File: config.mk
export PLATFORM = sky130hd
export DESIGN_NAME = draw_rect
export DESIGN_NICKNAME = d
export VERILOG_FILES = /design/src/rtl/vga_pkg.sv /design/src/rtl/pos_sync.sv /design/src/rtl/draw_rect.sv
export SDC_FILE = /design/constraint.sdc
export NUM_CORES = 1
export LEC_CHECK = 0
export ABC_CLOCK_PERIOD_IN_PS = 3650
export CORE_MARGIN = 3
export CORE_UTILIZATION = 50
export DETAILED_ROUTE_END_ITERATION = 6
export GPL_ROUTABILITY_DRIVEN = 0
export GPL_TIMING_DRIVEN = 1
export PLACE_DENSITY = 0.78
export RECOVER_POWER = 25
export SLEW_MARGIN = 30
export SYNTH_ARGS = -nofsm -noshare
export SYNTH_HDL_FRONTEND = slang
export SYNTH_SLANG_ARGS = --single-unit
File: constraint.sdc
create_clock -name clk -period 3.65 [get_ports clk]
set_input_delay 0.73 -clock clk [delete_from_list [all_inputs] [get_ports clk]]
set_output_delay 0.73 -clock clk [all_outputs]
set_load 0.05 [all_outputs]
File: src/rtl/vga_pkg.sv
// Shared definitions for the 800x600 VGA draw pipeline: geometry, widths,
// colours and the timing-bus bundle passed between draw stages.
package vga_pkg;
  localparam int H_ACTIVE = 800;
  localparam int V_ACTIVE = 600;
  localparam int RGB_W    = 12;
  localparam int CNT_W    = 11;

  localparam logic [RGB_W-1:0] RGB_BLACK   = 12'h0_0_0;
  localparam logic [RGB_W-1:0] RGB_GREY    = 12'h8_8_8;
  localparam logic [RGB_W-1:0] RGB_MAGENTA = 12'hf_0_f;

  typedef enum logic {
    POS_IDLE    = 1'b0,
    POS_PENDING = 1'b1
  } pos_state_e;

  typedef struct packed {
    logic [CNT_W-1:0] hcount;
    logic [CNT_W-1:0] vcount;
    logic             hsync;
    logic             hblnk;
    logic             vsync;
    logic             vblnk;
  } vga_timing_t;
endpackage

File: src/rtl/pos_sync.sv
// Position handshake: holds a requested position until the next vblank rising
// edge, then makes it active and pulses pos_ack_o for one cycle.
module pos_sync import vga_pkg::*; #(
  parameter int XPOS_INIT = 0,
  parameter int YPOS_INIT = 0
) (
  input  logic             clk,
  input  logic             rst_n,
  input  logic             vblnk_i,
  input  logic             pos_valid_i,
  input  logic [CNT_W-1:0] xpos_i,
  input  logic [CNT_W-1:0] ypos_i,
  output logic [CNT_W-1:0] xpos_act_o,
  output logic [CNT_W-1:0] ypos_act_o,
  output logic             pos_ack_o
);
  pos_state_e       state_q;
  logic             vblnk_prev_q;
  logic             ack_q;
  logic [CNT_W-1:0] xpend_q, ypend_q;
  logic [CNT_W-1:0] xact_q, yact_q;
  logic             vblnk_rise;

  assign vblnk_rise = vblnk_i && !vblnk_prev_q;
  assign xpos_act_o = xact_q;
  assign ypos_act_o = yact_q;
  assign pos_ack_o  = ack_q;

  always_ff @(posedge clk or negedge rst_n) begin
    if (!rst_n) begin
      state_q      <= POS_IDLE;
      vblnk_prev_q <= 1'b0;
      ack_q        <= 1'b0;
      xpend_q      <= '0;
      ypend_q      <= '0;
      xact_q       <= XPOS_INIT[CNT_W-1:0];
      yact_q       <= YPOS_INIT[CNT_W-1:0];
    end else begin
      vblnk_prev_q <= vblnk_i;
      ack_q        <= 1'b0;
      case (state_q)
        POS_IDLE: begin
          if (pos_valid_i && vblnk_rise) begin
            // request lands exactly on the edge: bypass the pending registers
            xact_q <= xpos_i;
            yact_q <= ypos_i;
            ack_q  <= 1'b1;
          end else if (pos_valid_i) begin
            xpend_q <= xpos_i;
            ypend_q <= ypos_i;
            state_q <= POS_PENDING;
          end
        end
        POS_PENDING: begin
          if (vblnk_rise) begin
            xact_q  <= pos_valid_i ? xpos_i : xpend_q;
            yact_q  <= pos_valid_i ? ypos_i : ypend_q;
            ack_q   <= 1'b1;
            state_q <= POS_IDLE;
          end else if (pos_valid_i) begin
            xpend_q <= xpos_i;
            ypend_q <= ypos_i;
          end
        end
        default: state_q <= POS_IDLE;
      endcase
    end
  end
endmodule

File: src/rtl/draw_rect.sv
// Two-stage overlay: paints a solid WIDTH x HEIGHT rectangle over the
// background at a position that only moves at vblank.
module draw_rect import vga_pkg::*; #(
  parameter int               WIDTH     = 48,
  parameter int               HEIGHT    = 64,
  parameter logic [RGB_W-1:0] RECT_RGB  = 12'hf_0_f,
  parameter int               XPOS_INIT = 0,
  parameter int               YPOS_INIT = 0
) (
  input  logic             clk,
  input  logic             rst_n,
  input  logic [CNT_W-1:0] hcount_in,
  input  logic [CNT_W-1:0] vcount_in,
  input  logic             hsync_in,
  input  logic             hblnk_in,
  input  logic             vsync_in,
  input  logic             vblnk_in,
  input  logic [RGB_W-1:0] rgb_in,
  input  logic [CNT_W-1:0] xpos_in,
  input  logic [CNT_W-1:0] ypos_in,
  input  logic             pos_valid,
  output logic             pos_ack,
  output logic [CNT_W-1:0] hcount_out,
  output logic [CNT_W-1:0] vcount_out,
  output logic             hsync_out,
  output logic             hblnk_out,
  output logic             vsync_out,
  output logic             vblnk_out,
  output logic [RGB_W-1:0] rgb_out
);
  localparam logic [CNT_W:0] W_EXT = (CNT_W+1)'(WIDTH);
  localparam logic [CNT_W:0] H_EXT = (CNT_W+1)'(HEIGHT);

  logic [CNT_W-1:0] xpos_act, ypos_act;
  logic [CNT_W:0]   x_end, y_end;
  logic             in_x_d, in_y_d, in_x_q, in_y_q;
  vga_timing_t      tim_d, tim1_q, tim2_q;
  logic [RGB_W-1:0] rgb1_q, rgb_d, rgb2_q;

  pos_sync #(
    .XPOS_INIT (XPOS_INIT),
    .YPOS_INIT (YPOS_INIT)
  ) u_pos_sync (
    .clk         (clk),
    .rst_n       (rst_n),
    .vblnk_i     (vblnk_in),
    .pos_valid_i (pos_valid),
    .xpos_i      (xpos_in),
    .ypos_i      (ypos_in),
    .xpos_act_o  (xpos_act),
    .ypos_act_o  (ypos_act),
    .pos_ack_o   (pos_ack)
  );

  // one extra bit so a rectangle near the right/bottom edge never wraps to 0
  assign x_end  = {1'b0, xpos_act} + W_EXT;
  assign y_end  = {1'b0, ypos_act} + H_EXT;
  assign in_x_d = (hcount_in >= xpos_act) && ({1'b0, hcount_in} < x_end);
  assign in_y_d = (vcount_in >= ypos_act) && ({1'b0, vcount_in} < y_end);

  assign tim_d = '{hcount: hcount_in, vcount: vcount_in, hsync: hsync_in,
                   hblnk: hblnk_in, vsync: vsync_in, vblnk: vblnk_in};

  always_comb begin
    rgb_d = rgb1_q;
    if (tim1_q.hblnk || tim1_q.vblnk) rgb_d = RGB_BLACK;
    else if (in_x_q && in_y_q)        rgb_d = RECT_RGB;
  end

  always_ff @(posedge clk or negedge rst_n) begin
    if (!rst_n) begin
      tim1_q <= '0;
      rgb1_q <= '0;
      in_x_q <= 1'b0;
      in_y_q <= 1'b0;
      tim2_q <= '0;
      rgb2_q <= '0;
    end else begin
      tim1_q <= tim_d;
      rgb1_q <= rgb_in;
      in_x_q <= in_x_d;
      in_y_q <= in_y_d;
      tim2_q <= tim1_q;
      rgb2_q <= rgb_d;
    end
  end

  assign hcount_out = tim2_q.hcount;
  assign vcount_out = tim2_q.vcount;
  assign hsync_out  = tim2_q.hsync;
  assign hblnk_out  = tim2_q.hblnk;
  assign vsync_out  = tim2_q.vsync;
  assign vblnk_out  = tim2_q.vblnk;
  assign rgb_out    = rgb2_q;
endmodule

Word level (Yosys, flattened, before mapping)
Cells that the tools add are included.
{ "word_totals": {"mem_bits_ro": 0, "input_bits": 63, "ram_bits": 0, "ff_bits": 124, "memories": 0, "latch_bits": 0} }
{ "op_classes": {"n_eq_ne": 4, "n_mul": 0, "n_lt_le_gt_ge": 4, "n_bitwise": 1, "n_div": 0, "n_reduce_logical": 9, "muxes": 23, "shift": 0, "n_addsub": 2} }
{ "ops": {"columns": ["op", "count"], "rows": [
  ["11-bit two-way mux", 10],
  ["11-bit case mux with 2 select lines", 4],
  ["11-bit by 12-bit < comparator with 1-bit output", 2],
  ["12-bit two-way mux", 2],
  ["11-bit greater-or-equal comparator", 2],
  ["11-bit by 6-bit adder with 12-bit output, second input constant", 1],
  ["11-bit by 7-bit adder with 12-bit output, second input constant", 1],
  ["2-bit inequality test, second input constant", 3],
  ["1-bit logical AND", 5],
  ["1-bit two-way mux", 5],
  ["1-bit case mux with 2 select lines", 2],
  ["2-bit AND reduction", 2],
  ["2-bit by 1-bit inequality test with 1-bit output, second input constant", 1],
  ["1-bit logical NOT", 1],
  ["1-bit logical OR", 1],
  ["1-bit inverter", 1]
]} }

Logic depth before layout (Yosys ltp)
{ "depth": {"ltp_word": 5, "mapped_depth": 10} }

Modules after synthesis
From an unflattened synthesis, not the netlist that was laid out.
{ "unflattened": {"hier_cells": 359, "area_unflattened_um2": 5273.8} }
{ "by_module_without_submodules": {"columns": ["mod", "cells_per_inst", "instances", "area_per_inst_um2", "seq_area_each_um2"], "rows": [
  ["draw_rect", 226, 1, 3065.4, 1951.9],
  ["pos_sync", 133, 1, 2208.4, 1176.1]
]} }

Worst setup path after synthesis
No wires, ideal clock.
{ "synth_timing": {"kind": "input-to-reg", "startpoint": "in vcount_in[1]", "endpoint": "reg in_y_q", "cell_stages": 6, "n_path_buf": 0, "t_required_ns": 3.563, "setup_time_ns": 0.087, "arrival_time_ns": 1.966, "setup_slack_ns": 1.597, "path_cell_list": "ha_1 > nor2b_4 > o211ai_2 > a21oi_1 > or4b_1 > a22oi_1"} }
{ "synth_via": {"elab_chain_cells": 2} }
{ "synth_rtl": {"columns": ["element", "line", "text"], "rows": [
  ["from (decl)", "draw_rect.sv:13", "input logic [CNT_W-1:0] vcount_in,"],
  ["11-bit by 12-bit < comparator with 1-bit output or 11-bit greater-or-equal comparator (tied branches)", "draw_rect.sv:59", "assign in_y_d = (vcount_in >= ypos_act) && ({1'b0, vcount_in} < y_end);"],
  ["1-bit logical AND *", "draw_rect.sv:59", null],
  ["net in_y_d", "draw_rect.sv:36", "logic in_x_d, in_y_d, in_x_q, in_y_q;"],
  ["to (signal assigned)", "draw_rect.sv:82", "in_y_q <= in_y_d;"],
  ["to (decl)", "draw_rect.sv:36", null]
]} }
The timed path passes the listed nets; every way through them passes the cells marked *.
A chain may end at the register's enable or synchronous reset.

Final worst setup path
{ "layout_timing": {"startpoint": "reg u_pos_sync.xact_q[4] (netlist: u_pos_sync.xpos_act_o[4])", "endpoint": "reg in_x_q"} }
{ "layout_via": {"elab_chain_cells": 3} }
{ "layout_rtl": {"columns": ["element", "line", "text"], "rows": [
  ["from (decl)", "pos_sync.sv:21", "logic [CNT_W-1:0] xact_q, yact_q;"],
  ["from (signal assigned)", "pos_sync.sv:36", "xact_q <= XPOS_INIT[CNT_W-1:0];"],
  ["from (signal assigned)", "pos_sync.sv:45", "xact_q <= xpos_i;"],
  ["from (signal assigned)", "pos_sync.sv:56", "xact_q <= pos_valid_i ? xpos_i : xpend_q;"],
  ["11-bit by 6-bit adder with 12-bit output", "draw_rect.sv:56", "assign x_end = {1'b0, xpos_act} + W_EXT;"],
  ["11-bit by 12-bit < comparator with 1-bit output", "draw_rect.sv:58", "assign in_x_d = (hcount_in >= xpos_act) && ({1'b0, hcount_in} < x_end);"],
  ["1-bit logical AND *", "draw_rect.sv:58", null],
  ["net in_x_d", "draw_rect.sv:36", null],
  ["to (signal assigned)", "draw_rect.sv:81", "in_x_q <= in_x_d;"],
  ["to (decl)", "draw_rect.sv:36", null]
]} }
Marked as above.

==> impl_metrics.toml <==
[die]
io_pins = 102
fp.dieH_um = 106
die_area_sq_um = 11100
core_sq_um = 9420
rows = 35
initial_utilization_pct = 52.6
die_width_um = 106

[setup_path]
critPathLaunchType = "flip-flop"
r2r-end = "in_x_q$_DFF_PN0_"
slowest_stage = "dfrtp_1"
cpMostUsedCell = "ha_1"
cp.required_ns = 4.06
reg2reg_from = "u_pos_sync.xpos_act_o[4]$_DFFE_PN0P_"
end_kind = "flip-flop"
crit_arrival_ns = 2.84
crit_fanout = 6
reg2reg_slack_ns = 1.22
worstPathCellList = "inv_1 -> ha_1 -> nor3_1 -> nand3_1 -> xnor2_1 -> ha_1 -> and3_1 -> a211oi_1 -> a311oi_1 -> a21oi_1"
max_stage_delay_ns = 0.45
r2r_cells = 10
worstSetupPathType = "reg -> reg"

[sta]
worst_pin_slew_ns = 1.47
slew_headroom_pct = 2.18
drv_slew = 0
fin_tns_setup_ns = 0
period_needed_ns = 2.43
finalSetupViolCount = 0
finalHoldViolCount = 0
whs_ns = 0.345
fin_ws_ns = 1.22
fmaxAchievable_mhz = 412
period_share_pct = 66.5
rsz0062_at_grt = "false"
finClkSkew_ns = 0.00638

[placed_design]
io_buffers = 101
post-place-ws_ns = 1.03
dpl-instance-area_sq_um = 6120
placed_cells = 604
dp_hpwl_mm = 7.49

[final_layout]
final_nets = 593
fin_util_pct = 70.6
final_area_sq_um = 6650
area_delta_synth_final_pct = 34.1
layout-drive-gt1-share_pct = 11.4
antennaDiodeCount = 0
fin_cells = 636

[clocking]
cts_tree = "yes"
cts-buffers-inserted = 17
cts.sinks = 124
cts_hold_buffers = 0
h-tree-depth = 4
post_cts_buffers = 0
cts_resized = 0
insertion_delay_ns = 0.51
ctsRootBufferMaster = "clkbuf_8"
clock_path_buffers = 2
path_clk_slew_ns = 0.06

[drt]
first_iter_violations = 184
via_per_inst = 5.30
drt-total-wl_mm = 10.3
drc_errors = 0
route.vias.total = 3369
drtPass1Iterations = 4
drtAntennaViolNets = 0
wl_per_cell_um = 16.3

[global_routing]
grt_antenna_before_repair = 0
grt_max_degree = 65
grt_pass1_vias = 3593
grt_overflow_total = 0
grt_usage_pct = 19.7
grt_pass1_wl_mm = 17.2

[power_and_ir_drop]
leakagePower_nw = 3.02
intPower_mw = 2.73
ir_worst_vdd_mv = 0.386
p_total_mw = 3.80
clkPwrFrac_pct = 38.1
powerDensity_nw_per_um2 = 572
p_seq_share_pct = 42.4
swShare_pct = 28.1
switching_power_mw = 1.07
comb_power_share_pct = 19.6

[logic_synthesis]
synthCells = 382
synth_flop_cell = "dfrtp_1"
syn_avg_cell_area_sq_um = 13.0
async_flop_share_pct = 100
ys_types = 39
yosysSeqAreaShare_pct = 62.6
ys_ff_latch = 124
syn_nets = 481
synth_area_sq_um = 4960
yosysWarnings = 0
synth_edf_count = 0

[min_path]
hp-class = "reg -> reg"
holdPathStages = 0
min_from = "tim1_q[13]$_DFF_PN0_"
hold_end = "vcount_out[9]$_DFF_PN0_"

[outcome]
status = "finished, final reports clean"

[run]
maxCapViolations = 0
-- layout make-up --
cell class	instances	area (sq um)
Clock buffer	21	459
Clock inverter	11	70.1
Sequential cell	124	3100
Inverter	25	93.8
Timing Repair Buffer	105	1050
Tap cell	129	161
Fill cell	655	2770
Multi-Input combinational cell	221	1710
-- placed cells by master, fill, tap and decap left out, drive strengths merged, types with 6 or more instances in the layout --
cell / n
a21o: 6
a21oi: 27
and2: 6
and3: 6
clkbuf: 22
clkdlybuf4s50: 62
clkinv: 8
dfrtp: 124
dlygate4sd3: 38
ha: 36
inv: 25
mux2: 22
mux2i: 7
nand2: 15
nand3: 6
o21a: 8
o21ai: 16
o22ai: 24
xnor2: 7
-- cells in the mapped netlist, types with 2 or more instances --
cell type	instances	area, sq um
ha_1	36	450
and2_1	6	37.5
a31oi_1	5	31.3
nor2_1	5	18.8
o21a_1	8	60.1
clkbuf_1	8	30.0
nor3_1	2	10.0
mux2_2	20	225
nor2b_1	3	18.8
a21o_1	6	45.0
buf_2	3	15.0
o21ai_0	15	75.1
xnor2_1	7	61.3
nand4_1	2	12.5
nand4b_1	2	17.5
dfrtp_1	124	3100
and4_1	2	17.5
mux2_1	2	22.5
inv_1	25	93.8
o22ai_1	24	150
a21oi_1	27	135
a211oi_1	2	15.0
nand2_1	15	56.3
nand3_1	6	30.0
mux2i_1	7	70.1
nand2b_1	2	12.5
and3_1	6	37.5
-- registers in the layout, indices dropped and copies added (netlist names) --
name                     cells
vblnk_out                    1
hblnk_out                    1
vsync_out                    1
u_pos_sync.xpos_act_o       11
u_pos_sync.xpend_q          11
rgb_out                     12
u_pos_sync.vblnk_prev_q      1
hsync_out                    1
in_x_q                       1
vcount_out                  11
in_y_q                       1
u_pos_sync.pos_ack_o         1
u_pos_sync.ypos_act_o       11
hcount_out                  11
u_pos_sync.ypend_q          11
rgb1_q                      12
u_pos_sync.state_q           1
tim1_q                      25
-- metal layers --
layer	part of all wire, %	global-route usage (%)	wire length, um	vias to the layer above
met4	0.94	7.59	97	0
met3	5.2	5.39	534	9
li1	-	-	-	1584
met2	52	33.2	5330	101
met1	42	24.1	4380	1675
met5	0	0	0	-
-- power groups by stage --
stage,registers [mW],clock network [mW],logic [mW]
floorplan,1.69,0,0.404
global placement,1.62,0,0.710
global route,1.63,1.54,0.827
detailed placement,1.63,0,0.745
finish,1.61,1.45,0.744
CTS,1.61,1.47,0.757
-- worst max-delay path: cells and delay by family, from the launching register on --
kind	cells	cell delay, ns
buffers and inverters	1	0.09
XOR/XNOR	1	0.14
flip-flops	1	0.45
adder cells (fa/ha/maj)	2	0.54
AO/OA/AOI/OAI	3	0.51
AND/OR/NAND/NOR	3	0.61
-- how the worst max path moves through the flow --
stage	start	end	slack (ns)	cells past startpoint
detailed placement	pos_valid	u_pos_sync.xpend_q[2]$_DFFE_PN0N_	1.03	4
CTS	vcount_out[0]$_DFF_PN0_	vcount_out[0]	1.23	1
floorplan	vcount_in[1]	in_y_q$_DFF_PN0_	1.60	6
global placement	pos_valid	u_pos_sync.xpend_q[8]$_DFFE_PN0N_	1.08	4
global route	u_pos_sync.xpos_act_o[4]$_DFFE_PN0P_	in_x_q$_DFF_PN0_	1.05	10
finish	u_pos_sync.xpos_act_o[4]$_DFFE_PN0P_	in_x_q$_DFF_PN0_	1.22	10
-- cells by family after synthesis --
group                    after synthesis  synth area share, %
AO/OA/AOI/OAI                         94                 11.5
XOR/XNOR                               8                 1.41
adder cells (fa/ha/maj)               36                 9.09
buffers and inverters                 37                 2.88
flip-flops                           124                 62.6
multiplexers                          29                 6.41
AND/OR/NAND/NOR                       54                 6.06
Power figures use the tool's default switching activity.
